[config.mk]
export PLATFORM = sky130hd
export DESIGN_NAME = btn_gesture_decoder
export DESIGN_NICKNAME = d
export VERILOG_FILES = /design/src/rtl/btn_gesture_decoder.sv
export SDC_FILE = /design/constraint.sdc
export NUM_CORES = 1
export LEC_CHECK = 0
export CAP_MARGIN = 20
export CORE_MARGIN = 5
export CORE_UTILIZATION = 35
export CTS_CLUSTER_DIAMETER = 100
export CTS_CLUSTER_SIZE = 24
export DETAILED_ROUTE_END_ITERATION = 8
export SYNTH_ARGS = -nofsm -noshare
export SYNTH_HDL_FRONTEND = slang
export SYNTH_SLANG_ARGS = --single-unit
[constraint.sdc]
create_clock -name clk -period 2.1 [get_ports clk]
set_clock_uncertainty 0.15 [all_clocks]
set_input_delay 0.42 -clock clk [delete_from_list [all_inputs] [get_ports clk]]
set_output_delay 0.42 -clock clk [all_outputs]
set_load 0.05 [all_outputs]
[src/rtl/btn_gesture_decoder.sv]
// -----------------------------------------------------------------------------
// btn_gesture_decoder
//
// Turns the debounced press/release pulses of a single button into clean,
// mutually exclusive gesture pulses for the RC car mode/speed control:
// a single click, a double click, a long press, and auto-repeat ticks while
// a long press is held. All timing is counted in clk cycles.
//
// Parameters:
//   LONG_CYCLES   - hold time that qualifies a press as long (>= 2)
//   GAP_CYCLES    - maximum release-to-press gap of a double click (>= 2)
//   REPEAT_CYCLES - auto-repeat period while a long press is held (>= 2)
//
// Ports:
//   clk          in   system clock, rising edge
//   reset_p      in   asynchronous active-high reset
//   btn_pe       in   one-cycle pulse, button pressed
//   btn_ne       in   one-cycle pulse, button released
//   short_press  out  one-cycle pulse, single click confirmed
//   double_click out  one-cycle pulse, second release of a double click
//   long_press   out  one-cycle pulse, hold reached LONG_CYCLES
//   repeat_tick  out  one-cycle pulse, every REPEAT_CYCLES while long-held
//   pressed      out  level, button currently considered held
// -----------------------------------------------------------------------------
module btn_gesture_decoder #(
  parameter int LONG_CYCLES   = 100_000_000,
  parameter int GAP_CYCLES    = 30_000_000,
  parameter int REPEAT_CYCLES = 20_000_000
) (
  input  logic clk,
  input  logic reset_p,
  input  logic btn_pe,
  input  logic btn_ne,
  output logic short_press,
  output logic double_click,
  output logic long_press,
  output logic repeat_tick,
  output logic pressed
);

  // The counter only has to reach (largest parameter - 1).
  localparam int MAX_LG     = (LONG_CYCLES > GAP_CYCLES) ? LONG_CYCLES : GAP_CYCLES;
  localparam int MAX_CYCLES = (MAX_LG > REPEAT_CYCLES) ? MAX_LG : REPEAT_CYCLES;
  localparam int CNT_W      = $clog2(MAX_CYCLES);

  localparam logic [CNT_W-1:0] LONG_TERM   = CNT_W'(LONG_CYCLES - 1);
  localparam logic [CNT_W-1:0] GAP_TERM    = CNT_W'(GAP_CYCLES - 1);
  localparam logic [CNT_W-1:0] REPEAT_TERM = CNT_W'(REPEAT_CYCLES - 1);

  localparam logic [2:0] S_IDLE      = 3'd0;
  localparam logic [2:0] S_PRESSED1  = 3'd1;
  localparam logic [2:0] S_WAIT2     = 3'd2;
  localparam logic [2:0] S_PRESSED2  = 3'd3;
  localparam logic [2:0] S_LONG_HELD = 3'd4;

  logic [2:0]       state_q, state_d;
  logic [CNT_W-1:0] cnt_q, cnt_d;
  logic             short_q, short_d;
  logic             double_q, double_d;
  logic             long_q, long_d;
  logic             repeat_q, repeat_d;

  // A cycle carrying both pulses is ambiguous and is treated as no event.
  logic press_ev;
  logic release_ev;
  assign press_ev   = btn_pe & ~btn_ne;
  assign release_ev = btn_ne & ~btn_pe;

  always_comb begin
    state_d  = state_q;
    cnt_d    = cnt_q + CNT_W'(1);
    short_d  = 1'b0;
    double_d = 1'b0;
    long_d   = 1'b0;
    repeat_d = 1'b0;

    case (state_q)
      S_IDLE: begin
        if (press_ev) state_d = S_PRESSED1;
      end

      // Release beats the long-press terminal count in the same cycle.
      S_PRESSED1: begin
        if (release_ev) begin
          state_d = S_WAIT2;
        end else if (cnt_q == LONG_TERM) begin
          state_d = S_LONG_HELD;
          long_d  = 1'b1;
        end
      end

      // A second press on the very last gap cycle still counts as a double.
      S_WAIT2: begin
        if (press_ev) begin
          state_d = S_PRESSED2;
        end else if (cnt_q == GAP_TERM) begin
          state_d = S_IDLE;
          short_d = 1'b1;
        end
      end

      // Holding the second press into a long press drops the first click.
      S_PRESSED2: begin
        if (release_ev) begin
          state_d  = S_IDLE;
          double_d = 1'b1;
        end else if (cnt_q == LONG_TERM) begin
          state_d = S_LONG_HELD;
          long_d  = 1'b1;
        end
      end

      S_LONG_HELD: begin
        if (release_ev) begin
          state_d = S_IDLE;
        end else if (cnt_q == REPEAT_TERM) begin
          repeat_d = 1'b1;
          cnt_d    = '0;
        end
      end

      default: state_d = S_IDLE;
    endcase

    // Every state change restarts timing; IDLE has no deadline, so the
    // counter simply rests at zero there instead of running freely.
    if (state_d != state_q || state_q == S_IDLE) cnt_d = '0;
  end

  always_ff @(posedge clk or posedge reset_p) begin
    if (reset_p) begin
      state_q  <= S_IDLE;
      cnt_q    <= '0;
      short_q  <= 1'b0;
      double_q <= 1'b0;
      long_q   <= 1'b0;
      repeat_q <= 1'b0;
    end else begin
      state_q  <= state_d;
      cnt_q    <= cnt_d;
      short_q  <= short_d;
      double_q <= double_d;
      long_q   <= long_d;
      repeat_q <= repeat_d;
    end
  end

  assign short_press  = short_q;
  assign double_click = double_q;
  assign long_press   = long_q;
  assign repeat_tick  = repeat_q;
  assign pressed      = (state_q == S_PRESSED1) || (state_q == S_PRESSED2) ||
                        (state_q == S_LONG_HELD);

endmodule

# Word-level counts from Yosys, hierarchy flattened
# Cells that the tools add are included.
# W data, S select, Z words.
dict set report word_totals {
  latch_bits 0
  input_bits 4
  rom_bits 0
  ram_bits 0
  output_inout_bits 5
  regBits 34
  memories 0
}
dict set report classes {
  n_shift 0
  n_eq_ne 8
  n_mul 0
  bitwise_logic 4
  div_mod_pow 0
  n_addsub 1
  muxes 23
  n_reduce_logical 5
  n_lt_le_gt_ge 0
}
# operator count
set ops {}
lappend ops {{$mux W27} 4}
lappend ops {{$eq A27 B25 Y1 const B} 2}
lappend ops {{$add A27 B1 Y27 const B} 1}
lappend ops {{$eq A27 B27 Y1 const B} 1}
lappend ops {{$mux W3} 7}
lappend ops {{$pmux W3 S5} 1}
lappend ops {{$mux W1} 11}
lappend ops {{$eq A3 B2 Y1 const B} 2}
lappend ops {{$eq A3 B1 Y1 const B} 1}
lappend ops {{$eq A3 B3 Y1 const B} 1}
lappend ops {{$logic_not A3 Y1} 1}
lappend ops {{$logic_or A1 B1 Y1} 3}
lappend ops {{$ne A3 B3 Y1} 1}
lappend ops {{$and A1 B1 Y1} 2}
lappend ops {{$not A1 Y1} 2}
lappend ops {{$reduce_or A2 Y1} 1}

# Depth between registers and ports, before layout
# Gate-level depths: netlist of the first run.
dict set report logic_depth {
  word_depth 7
  mapped_depth 9
}

# Worst setup path before layout of the first run
# No wires, ideal clock.
dict set report synth_timing {
  path_type {register -> register}
  start {register cnt_q[0]}
  end {register cnt_q[10]}
  setup_ps 71
  stages_incl_launch_ff 10
  required_ps 1879
  path_slack_ps 150
  arrival_time_ps 1729
  path_cell_list {dfrtp_1 > ha_1 > and3_1 > buf_2 > nand4_1 > nor3_2 > a221o_1 > buf_4 > buf_6 > nor2_1}
}
dict set report synth_between {
  elab_chain_cells 7
}
# element line
set synth_rtl {}
lappend synth_rtl {{start: declaration} 57} ;# logic [CNT_W-1:0] cnt_q, cnt_d;
lappend synth_rtl {{start signal: assignment} 140} ;# cnt_q <= cnt_d;
lappend synth_rtl {{parallel branches: the longest is 6 deep, another holds $add A27 B1 Y27} -}
lappend synth_rtl {{$mux W27 (*)} 127} ;# if (state_d != state_q || state_q == S_IDLE) cnt_d = '0;
lappend synth_rtl {{via cnt_d[10]} 57}
# Mark *: on every way through the listed nets, which the timed path passes.

# Worst setup path after layout of the first run
dict set report layout_timing {
  start {register cnt_q[0]}
  end {register cnt_q[2]}
}
# The elaborated chain is that of the path after synthesis.

==> results of run 1 <==
per-stage QoR:
| step | worst slack, ps | power, mW | utilization, % |
|---|---|---|---|
| floorplan | 150 | 0.941 | - |
| global placement | -80.7 | 1.02 | 39.4 |
| detailed placement | -137 | 1.03 | 39.4 |
| CTS | 8.80 | 1.54 | 41.3 |
| global route | 12.6 | 1.64 | 41.8 |
| finish | 91.8 | 1.55 | 41.8 |
what timing repair did:
action                                  in CTS  in global routing
endpoints found under the hold margin        0                  0
buffers inserted                             0                  3
endpoints found under the setup margin       0                 29
resized for setup                            0                  2
power groups by stage:
stage	clock network (mW)	logic, mW	registers, mW
after floorplan	0	0.196	0.744
after global placement	0	0.274	0.745
after detailed placement	0	0.282	0.748
after CTS	0.527	0.283	0.734
after global routing	0.557	0.339	0.741
final	0.507	0.305	0.733
critical path, delay by kind of cell, from the launching register on:
family,cells,cell delay [ps]
AO/OA/AOI/OAI,1,360
adder cells (fa/ha/maj),1,230
buffers and inverters,2,230
flip-flops,1,400
AND/OR/NAND/NOR,3,540
cell families after synthesis:
logic type | synth area share [%]
compound gates | 3.94
buf+inv | 4.50
fa+ha+maj | 0.691
flops | 47.0
simple gates | 31.7
xor+xnor | 12.1
registers in the layout (all words and copies together) (netlist names):
| register | cells |
|---|---|
| state_q | 3 |
| cnt_q | 27 |
| double_click | 1 |
| long_press | 1 |
| repeat_tick | 1 |
| short_press | 1 |
cell type report:
class | count | area, um2 | area share [%]
multi-input combinational | 143 | 882 | 41.5
sequential | 34 | 851 | 40.1
timing repair buffer | 18 | 178 | 8.37
tap | 70 | 87.6 | 4.12
clock buffer | 6 | 82.6 | 3.89
inverter | 8 | 30.0 | 1.41
clock inverter | 2 | 12.5 | 0.589
layout by cell type, fill, tap and decap left out, types with 2 or more instances in the layout:
cell type	count
a21oi_1	2
nor4_1	6
nor3b_1	3
dfrtp_1	34
nand3_1	9
nor4b_1	3
clkbuf_8	6
nand2_1	15
and3_1	3
clkdlybuf4s50_1	7
nor3_1	9
nand4_2	2
inv_1	8
nor2_1	36
and4_1	4
nand4_1	4
o21ai_0	4
xnor2_1	21
buf_12	2
buf_4	9
nand2b_1	3
xor2_1	4
path summary, 6_finish.rpt:
kind | cells past startpoint | slack, ps | to
max | 7 | 90 | cnt_q[2]
min | 3 | 370 | cnt_q[5]
max reg2reg | 7 | 90 | cnt_q[2]
min reg2reg | 2 | 410 | cnt_q[6]
max in group asynchronous | 3 | 1120 | cnt_q[22]
min in group clk | 2 | 410 | cnt_q[6]
metal layers:
metal | global-route usage (%) | up-vias | wire length, um
met5 | 0 | - | 0
met2 | 20.0 | 26 | 1730
met3 | 3.29 | 5 | 154
met4 | 6.48 | 0 | 84
li1 | - | 691 | -
met1 | 15.9 | 675 | 1760
==> results_dict.tcl, run 1 <==
set metrics [dict create \
    outcome "finished, final reports clean" \
    synth_area_um2 1810 \
    cts-root-buf "clkbuf_8" \
    hold_class "primary input to async pin" \
    yosys.area.top_type "dfrtp_1" \
    cp.arrival_ps 2070 \
    nets 215 \
    gp_congestion 0.871 \
    worst_skew_pair.late_latency_ps 290 \
    drtIter0Drc 76 \
    cpPeakStageDelay_ps 400 \
    grt_max_degree 35 \
    peakVddDrop_mv 0.228 \
    internal-power_mw 1.09 \
    hold_slack_ps 373 \
    switching_share_pct 29.4 \
    yosysMostFrequentCell "nor2_1" \
    cts.sinks 34 \
    overflow 0 \
    grt_pass1_wl_um 6360 \
    hold_viol_final 0 \
    cellPowerDensity_nw_per_um2 728 \
    core_um2 5070 \
    synth_edf_count 0 \
    relSlewSlack_pct 67.1 \
    r2r_start "cnt_q[0]" \
    drc 0 \
    crit_type "flip-flop to flip-flop" \
    numCtsBuffers 5 \
    syn_avg_cell_area_um2 9.47 \
    syn-num-nets 196 \
    dp_hpwl_um 2590 \
    ctsHoldBuffers 0 \
    cp_max_fo 27 \
    rsz0062_at_grt "no" \
    clk_pin_slew_ps 70 \
    drv_slew 0 \
    drv_cap 0 \
    initial_utilization_pct 35.7 \
    seq_power_share_pct 47.4 \
    synth_cell_types 35 \
    die-area_um2 6710 \
    h-tree-depth 2 \
    synth_seq_cells 34 \
    syn_inst 191 \
    async_reset_ff_share_pct 100 \
    fmax_ghz 0.498 \
    synth.top_cells.by_count "nor2_1 (36), dfrtp_1 (34), xnor2_1 (21)" \
    grt.total_usage_pct 12.7 \
    p_sw_mw 0.454 \
    cpMaxStageDelayCell "dfrtp_1" \
    yosys_warnings 0 \
    firstDrtPassIters 4 \
    crit_start "cnt_q[0]" \
    area_growth_pct 17.4 \
    comb_power_share_pct 19.7 \
    drive_gt1_share_pct 11.8 \
    die_h_um 81.9 \
    place_area_um2 2000 \
    min_period_ps 2010 \
    worst_slew_pin_slew_ps 492 \
    via_per_inst 4.97 \
    wire_per_inst_um 13.2 \
    yosys_most_used_dff "dfrtp_1" \
    io_buffers 8 \
    tns_ps 0 \
    placed_cells 270 \
    cts_tree "yes" \
    fill_cells 509 \
    clk_path_buf_depth 2 \
    grt_pass1_vias 1344 \
    end_kind "flip-flop" \
    synthTopCellsByArea "dfrtp_1 (47%), xnor2_1 (10%), nor2_1 (7.5%)" \
    die_w_um 81.9 \
    leakagePower_nw 0.863 \
    finalSetupViolations 0 \
    final_cells 281 \
    crit_chain "ha_1 > and3_4 > nand4_1 > inv_1 > a221o_1 > buf_12 > nor2_1" \
    vias 1397 \
    crit_required_ps 2160 \
    final_antenna_net_count 0 \
    synth_seq_area_share_pct 47.0 \
    antennaDiodeCount 0 \
    critPathLaunchType "flip-flop" \
    row_count 26 \
    yosys.area.top_type_share_pct 47.0 \
    antenna_found_initial 0 \
    routed_wl_um 3720 \
    ios 9 \
    fin_crit_sh_pct 95.6 \
    p_clk_share_pct 32.8 \
    fin_area_um2 2120 \
]
No activity file was read; power rests on OpenSTA's default activity.
==> run 2: changes to the inputs <==
- ABC_AREA: default -> 0
==> results of run 2 <==
Final layout, timing and power as in run 1 (identical DEF).
